===== src/rtl/pipe_skid_reg.sv =====
// pipe_skid_reg: two-entry pipeline register (main + skid) between pipeline stages.
// Latency: one cycle from accept in EMPTY to out_valid; in_ready depends on state and freeze only.
// Backpressure: in_ready drops when both entries are held or freeze is high; flush empties both.
//
// Ports:
//   CLK, RST             single clock, synchronous active-high reset
//   in_valid/in_ready    upstream handshake, payload in_instr[DATA_W], in_npc[PC_W]
//   out_valid/out_ready  downstream handshake, payload out_instr/out_npc (zero when not valid)
//   flush                empties both entries and drops any same-cycle input word
//   freeze               blocks accept and emit, holding all state
//   stall_cnt/flush_cnt  performance counters
//
// Build option: define PIPE_SKID_REG_PERF_EN to include the counters; otherwise
// stall_cnt and flush_cnt are tied to zero and no counter flops are built.
module pipe_skid_reg #(
   parameter int DATA_W = 32,
   parameter int PC_W   = 32
) (
   input  logic              CLK,
   input  logic              RST,
   input  logic              in_valid,
   output logic              in_ready,
   input  logic [DATA_W-1:0] in_instr,
   input  logic [PC_W-1:0]   in_npc,
   output logic              out_valid,
   input  logic              out_ready,
   output logic [DATA_W-1:0] out_instr,
   output logic [PC_W-1:0]   out_npc,
   input  logic              flush,
   input  logic              freeze,
   output logic [31:0]       stall_cnt,
   output logic [31:0]       flush_cnt
);

   typedef enum logic [1:0] {
      EMPTY = 2'd0,
      ONE   = 2'd1,
      TWO   = 2'd2
   } state_t;

   state_t            state_q;
   state_t            state_d;
   logic [DATA_W-1:0] main_instr_q;
   logic [PC_W-1:0]   main_npc_q;
   logic [DATA_W-1:0] skid_instr_q;
   logic [PC_W-1:0]   skid_npc_q;
   logic              accept;
   logic              emit;

   // State register
   always_ff @(posedge CLK) begin
      if (RST) begin
         state_q <= EMPTY;
      end else begin
         state_q <= state_d;
      end
   end

   // Next-state logic; flush wins over every handshake
   always_comb begin
      state_d = state_q;
      if (flush) begin
         state_d = EMPTY;
      end else begin
         case (state_q)
            EMPTY: if (accept) state_d = ONE;
            ONE: begin
               if (accept && !emit)      state_d = TWO;
               else if (!accept && emit) state_d = EMPTY;
            end
            TWO:     if (emit) state_d = ONE;
            default: state_d = EMPTY;
         endcase
      end
   end

   // Outputs; in_ready looks only at held state and freeze so it never
   // forms a combinational path from out_ready.
   always_comb begin
      in_ready  = (state_q != TWO) && !freeze;
      out_valid = (state_q != EMPTY);
      out_instr = out_valid ? main_instr_q : '0;
      out_npc   = out_valid ? main_npc_q   : '0;
   end

   assign accept = in_valid && in_ready;
   assign emit   = out_valid && out_ready && !freeze;

   // Payload registers. Vacated entries are cleared so a stale word is never
   // left sitting behind an empty slot.
   always_ff @(posedge CLK) begin
      if (RST || flush) begin
         main_instr_q <= '0;
         main_npc_q   <= '0;
         skid_instr_q <= '0;
         skid_npc_q   <= '0;
      end else begin
         case (state_q)
            EMPTY: begin
               if (accept) begin
                  main_instr_q <= in_instr;
                  main_npc_q   <= in_npc;
               end
            end
            ONE: begin
               if (accept && emit) begin
                  main_instr_q <= in_instr;
                  main_npc_q   <= in_npc;
               end else if (accept) begin
                  skid_instr_q <= in_instr;
                  skid_npc_q   <= in_npc;
               end else if (emit) begin
                  main_instr_q <= '0;
                  main_npc_q   <= '0;
               end
            end
            TWO: begin
               // in_ready is low here, so only the skid-to-main move is possible
               if (emit) begin
                  main_instr_q <= skid_instr_q;
                  main_npc_q   <= skid_npc_q;
                  skid_instr_q <= '0;
                  skid_npc_q   <= '0;
               end
            end
            default: ;
         endcase
      end
   end

`ifdef PIPE_SKID_REG_PERF_EN
   logic [31:0] stall_cnt_q;
   logic [31:0] flush_cnt_q;

   // Saturating counters; flush does not clear them, only RST does
   always_ff @(posedge CLK) begin
      if (RST) begin
         stall_cnt_q <= '0;
         flush_cnt_q <= '0;
      end else begin
         if (out_valid && !emit && (stall_cnt_q != 32'hFFFF_FFFF)) begin
            stall_cnt_q <= stall_cnt_q + 32'd1;
         end
         if (flush && (flush_cnt_q != 32'hFFFF_FFFF)) begin
            flush_cnt_q <= flush_cnt_q + 32'd1;
         end
      end
   end

   assign stall_cnt = stall_cnt_q;
   assign flush_cnt = flush_cnt_q;
`else
   assign stall_cnt = '0;
   assign flush_cnt = '0;
`endif

endmodule


===== config.mk =====
export PLATFORM = sky130hd
export DESIGN_NAME = pipe_skid_reg
export DESIGN_NICKNAME = d
export VERILOG_FILES = /design/src/rtl/pipe_skid_reg.sv
export SDC_FILE = /design/constraint.sdc
export NUM_CORES = 1
export LEC_CHECK = 0
export BUFFER_PORTS_ARGS = -buffer_cell sky130_fd_sc_hd__buf_2
export CORE_MARGIN = 2
export CORE_UTILIZATION = 25
export DETAILED_ROUTE_END_ITERATION = 6
export SYNTH_ARGS = -nofsm -noshare
export SYNTH_HDL_FRONTEND = slang
export SYNTH_SLANG_ARGS = --single-unit

===== constraint.sdc =====
create_clock -name CLK -period 4.85 [get_ports CLK]
set_clock_uncertainty 0.2 [all_clocks]
set_input_delay 0.2425 -clock CLK [delete_from_list [all_inputs] [get_ports CLK]]
set_output_delay 0.2425 -clock CLK [all_outputs]
set_load 0.01 [all_outputs]

# Word level (Yosys, flattened, before mapping)
# Index checks and enable logic that the tools add are counted.
[totals]
ff_bits = 130
out_inout_bits = 130
word_cells = 55
[classes]
n_eq_ne = 10
mux = 21
reduce_logical = 19
[ops]
columns = ["cell", "n"]
rows = [
  ["$mux W32", 12],
  ["$pmux W32 S3", 2],
  ["$pmux W32 S2", 2],
  ["$ne A2 B2 Y1 const B", 5],
  ["$ne A3 B3 Y1 const B", 3],
  ["$mux W2", 4],
  ["$logic_and A1 B1 Y1", 7],
  ["$pmux W2 S3", 1],
  ["$reduce_and A5 Y1", 1],
  ["$reduce_and A4 Y1", 1],
  ["$reduce_bool A2 Y1", 2],
  ["$logic_not A1 Y1", 3],
  ["$reduce_and A3 Y1", 1],
  ["$reduce_bool A3 Y1", 1],
  ["$eq A2 B1 Y1 const B", 1],
  ["$eq A2 B2 Y1 const B", 1],
  ["$logic_not A2 Y1", 1],
  ["$reduce_or A2 Y1", 1],
  ["$logic_or A1 B1 Y1", 1],
]

# Depth between registers and ports, before layout
[depth]
ltp_word = 8
mapped_depth = 12
depth_no_buf = 9

# Worst setup path after synthesis
# No wires, ideal clock.
[synth_timing]
kind = "reg2reg"
from = "register state_q[0]"
to = "register main_instr_q[10]"
setup_time_ps = 72
arrival_time_ps = 2499
t_required_ps = 4578
setup_slack_ps = 2080
path_stages_with_launch = 13
path_buffers = 3
synth_period_minus_slack_ps = 2770
path_cell_list = "dfxtp_1 inv_1 ha_1 buf_6 or3b_4 inv_1 ha_1 a21bo_2 clkbuf_1 buf_1 a22o_1 nand2_1 mux2i_1"
[synth_via]
elab_chain_cells = 6
elab_cells_between_ends = 18
classes_between = "eq/ne: 7; mux: 2; reduce/logical: 9"
[synth_rtl]
columns = ["item", "line", "rtl"]
rows = [
  ["from (decl)", "41", "state_t state_q;"],
  ["from (signal assigned)", "55", "state_q <= state_d;"],
  ["$ne A2 B2 Y1 / $reduce_bool A2 Y1 (equally long branches)", "80, 81", ""],
  ["$logic_and A1 B1 Y1 (on tied branches)", "80, 87", ""],
  ["$logic_and A1 B1 Y1 (on tied branches)", "86, 87", ""],
  ["$logic_and A1 B1 Y1", "106", "if (accept && emit) begin"],
  ["$ne A3 B3 Y1 (no source line) / $mux W32 (equally long branches)", "--", ""],
  ["$reduce_and A5 Y1 (no source line) / $pmux W32 S3 (equally long branches)", "--", ""],
  ["to (signal assigned)", "101", "main_instr_q <= in_instr;"],
  ["to (signal assigned)", "107", "main_instr_q <= in_instr;"],
  ["to (signal assigned)", "120", "main_instr_q <= skid_instr_q;"],
  ["to (decl)", "43", "logic [DATA_W-1:0] main_instr_q;"],
]
# Several ways; a longest one is shown, not always the timed one.
# A chain may end at the register's enable or synchronous reset.

# Final worst setup path
[layout_timing]
from = "register state_q[0]"
to = "register skid_npc_q[21]"
[layout_via]
elab_chain_cells = 6
elab_cells_between_ends = 15
classes_between = "eq/ne: 6; mux: 1; reduce/logical: 8"
[layout_rtl]
columns = ["item", "line", "rtl"]
rows = [
  ["$ne A2 B2 Y1 / $reduce_bool A2 Y1 (equally long branches)", "80, 81", ""],
  ["$logic_and A1 B1 Y1 (on tied branches)", "80, 87", ""],
  ["$logic_and A1 B1 Y1 (on tied branches)", "86, 87", ""],
  ["$logic_and A1 B1 Y1", "106", ""],
  ["$ne A2 B2 Y1 (no source line)", "--", ""],
  ["$reduce_and A4 Y1 (no source line)", "--", ""],
  ["to (signal assigned)", "111", "skid_npc_q <= in_npc;"],
  ["to (decl)", "46", "logic [PC_W-1:0] skid_npc_q;"],
]
# Several ways; a longest one is shown, not always the timed one.

==> out/metrics.yaml <==
cts-root-buf: "clkbuf_16"
p_per_area_nw_per_um2: 328
io_pins: 200
dieArea_um2: 27500
antenna_found_initial: 0
grt_pass1_vias: 4999
grt_pass1_wl_mm: 26.7
clk_pin_slew_ns: 0.06
register_area_um2: 2600
start_kind: "register"
syn_inst: 741
fp.dieH_um: 166
slew_headroom_pct: 38.6
avgViaCountPerCell: 4.31
syn_area_um2: 6560
start_util_pct: 25.3
critPathTopFamily: "compound AO/OA/AOI/OAI gates"
setup_violations: 0
drt-total-wl_mm: 16.7
path_class: "register to register"
drt-initial-drc-count: 189
yosys_warnings: 0
antenna_left: 0
cts_max_level: 4
comb_power_share_pct: 11.4
cts_max_path_buffers: 2
syn_area_per_cell_um2: 8.85
pwr-share-clk_pct: 48.7
multiInputGateArea_um2: 3300
die_w_um: 166
cts.sinks: 130
hpwl_mm: 10.2
arrival_ns: 3.46
fillers: 2684
p_int_w: 0.00207
hold_viol_final: 0
dr.pass1.iters: 5
final_common_cell: "buf_2"
post-route-drc-count: 0
overflow: 0
drive_gt1_share_pct: 20.3
grt.total_usage_pct: 12.1
avgRoutedWirePerCell_um: 13.3
clkLatencyLatePin_ns: 0.42
vias: 5396
worstHoldPathType: "primary input to register"
diodes: 0
placementRows: 59
yosysUniqueCellTypes: 33
cts_tree: "done"
core_um2: 25900
period_share_pct: 68.2
power_leakage_nw: 3.61
area_growth_pct: 27.9
final_util_pct: 32.4
p_seq_share_pct: 39.9
final_cell_mix: "135 x buf_2, 130 x dfxtp_1, 129 x nand2_1"
cp_max_fo: 39
critPathBufInv: 3
finalSetupTns_ns: 0
cpPeakStageDelay_ns: 0.73
final_nets: 981
required_ns: 5.01
seq_area_frac_synth_pct: 39.7
port_buffers: 135
whs_ns: 0.0431
place_congestion: 0.702
cp_slowest_cell: "a32oi_4"
path_cells: "inv_1 -> ha_1 -> or3b_4 -> inv_1 -> ha_1 -> nor2b_1 -> a32oi_4 -> buf_12 -> a22oi_1 -> nor2_1"
maxSlewViolCount: 0
grt_max_degree: 69
post-cts-setup-buffers: 0
numCtsBuffers: 17
power.switching_w: 0.000679
period_minus_slack_ns: 3.31
worstMarginPinSlew_ns: 0.921
ys_seq_elements: 130
fmax_mhz: 302
outcome: "finished clean"
drv_cap: 0
irDropWorstVdd_mv: 0.144
end_kind: "register"
switching_share_pct: 24.7
rsz0062_at_grt: "false"
[tightest hold or removal path, delay by kind of cell]
family / cells / cell delay [ns]
AO/OA/AOI/OAI: 2 / 0.16
AND/OR/NAND/NOR: 1 / 0.11
buffers and inverters: 1 / 0.11
[flip-flops by register name, summed over array words and instances (netlist names)]
name,flops
skid_npc_q,32
state_q,2
main_npc_q,32
skid_instr_q,32
main_instr_q,32
[routing by layer]
layer  global-route usage, %  part of all wire, %  wire, um
met1                    14.1                   44      7410
met2                    21.8                   51      8550
met3                    2.69                  3.6       605
met4                    4.31                 0.93       156
met5                       0                    0         0
[per-stage QoR]
step / total power (W) / cells / instance area [um^2] / setup WS, ns
floorplan: 0.00137 / 804 / 6790 / 2.08
global placement: 0.00140 / 1158 / 7140 / 1.63
detailed placement: 0.00140 / 1158 / 7140 / 1.52
CTS: 0.00280 / 1253 / 8390 / 1.51
global route: 0.00288 / 1253 / 8390 / 1.25
finish: 0.00275 / 1253 / 8390 / 1.54
[final timing paths]
check / from / slack [ns] / endpoint / cells after the start
max: state_q[0] / 1.54 / skid_npc_q[21] / 10
min: out_ready / 0.04 / state_q[1] / 4
max reg2reg: state_q[0] / 1.54 / skid_npc_q[21] / 10
min reg2reg: main_npc_q[29] / 0.25 / main_npc_q[29] / 2
[final cells by class]
class	count	share of cell area, %
clock inverter	12	1.87
timing repair buffer	210	17.0
sequential	130	31.0
tap	335	5.00
clock buffer	19	5.40
inverter	7	0.313
multi-input combinational	540	39.4
[Yosys cell counts]
| cell | n | area share [%] |
|---|---|---|
| a21oi_1 | 1 | 0.076 |
| mux2i_1 | 64 | 9.8 |
| nand2_1 | 129 | 7.4 |
| dfxtp_1 | 130 | 40 |
| nor2b_1 | 65 | 6.2 |
| nand3b_1 | 1 | 0.11 |
| conb_1 | 1 | 0.057 |
| o31ai_1 | 1 | 0.11 |
| inv_1 | 7 | 0.40 |
| buf_1 | 5 | 0.29 |
| a222oi_1 | 1 | 0.15 |
| a22oi_1 | 64 | 7.3 |
| ha_1 | 5 | 0.95 |
| clkbuf_1 | 38 | 2.2 |
| o22ai_1 | 1 | 0.095 |
| o211ai_1 | 1 | 0.11 |
| and2_1 | 1 | 0.095 |
| nor2_1 | 67 | 3.8 |
| o21ai_0 | 2 | 0.15 |
| buf_4 | 64 | 7.3 |
| a22o_1 | 64 | 8.5 |
| or3b_4 | 1 | 0.17 |
| or3b_2 | 1 | 0.13 |
| o32ai_1 | 1 | 0.13 |
| or2_2 | 1 | 0.095 |
| nand4b_1 | 1 | 0.13 |
| nor3_4 | 1 | 0.25 |
| nor4b_1 | 1 | 0.13 |
| buf_6 | 8 | 1.4 |
| a32oi_2 | 1 | 0.25 |
| a21bo_2 | 1 | 0.15 |
| buf_2 | 6 | 0.46 |
| buf_12 | 6 | 1.8 |
[power groups by stage]
stage / Combinational [W] / Clock [W] / Sequential [W]
after global routing: 0.000345 / 0.00143 / 0.00110
final: 0.000313 / 0.00134 / 0.00110
after floorplan: 0.000256 / 0 / 0.00112
after global placement: 0.000276 / 0 / 0.00112
after CTS: 0.000318 / 0.00139 / 0.00110
after detailed placement: 0.000278 / 0 / 0.00112
[cells by family (layout without fill, tap and decap cells)]
logic type | after synthesis | after routing | share of synthesized area [%]
multiplexers | 64 | 64 | 9.77
buffers and inverters | 134 | 248 | 13.9
adder cells (fa/ha/maj) | 5 | 5 | 0.954
other | 1 | 64 | 0.0572
AND/OR/NAND/NOR | 269 | 269 | 18.5
flip-flops | 130 | 130 | 39.7
AO/OA/AOI/OAI | 138 | 138 | 17.1
[timing repair]
item                      4_1_cts  5_1_grt
resized for setup               0        0
hold buffers                   64        0
hold endpoints to repair       65        0
Power figures use the tool's default switching activity.
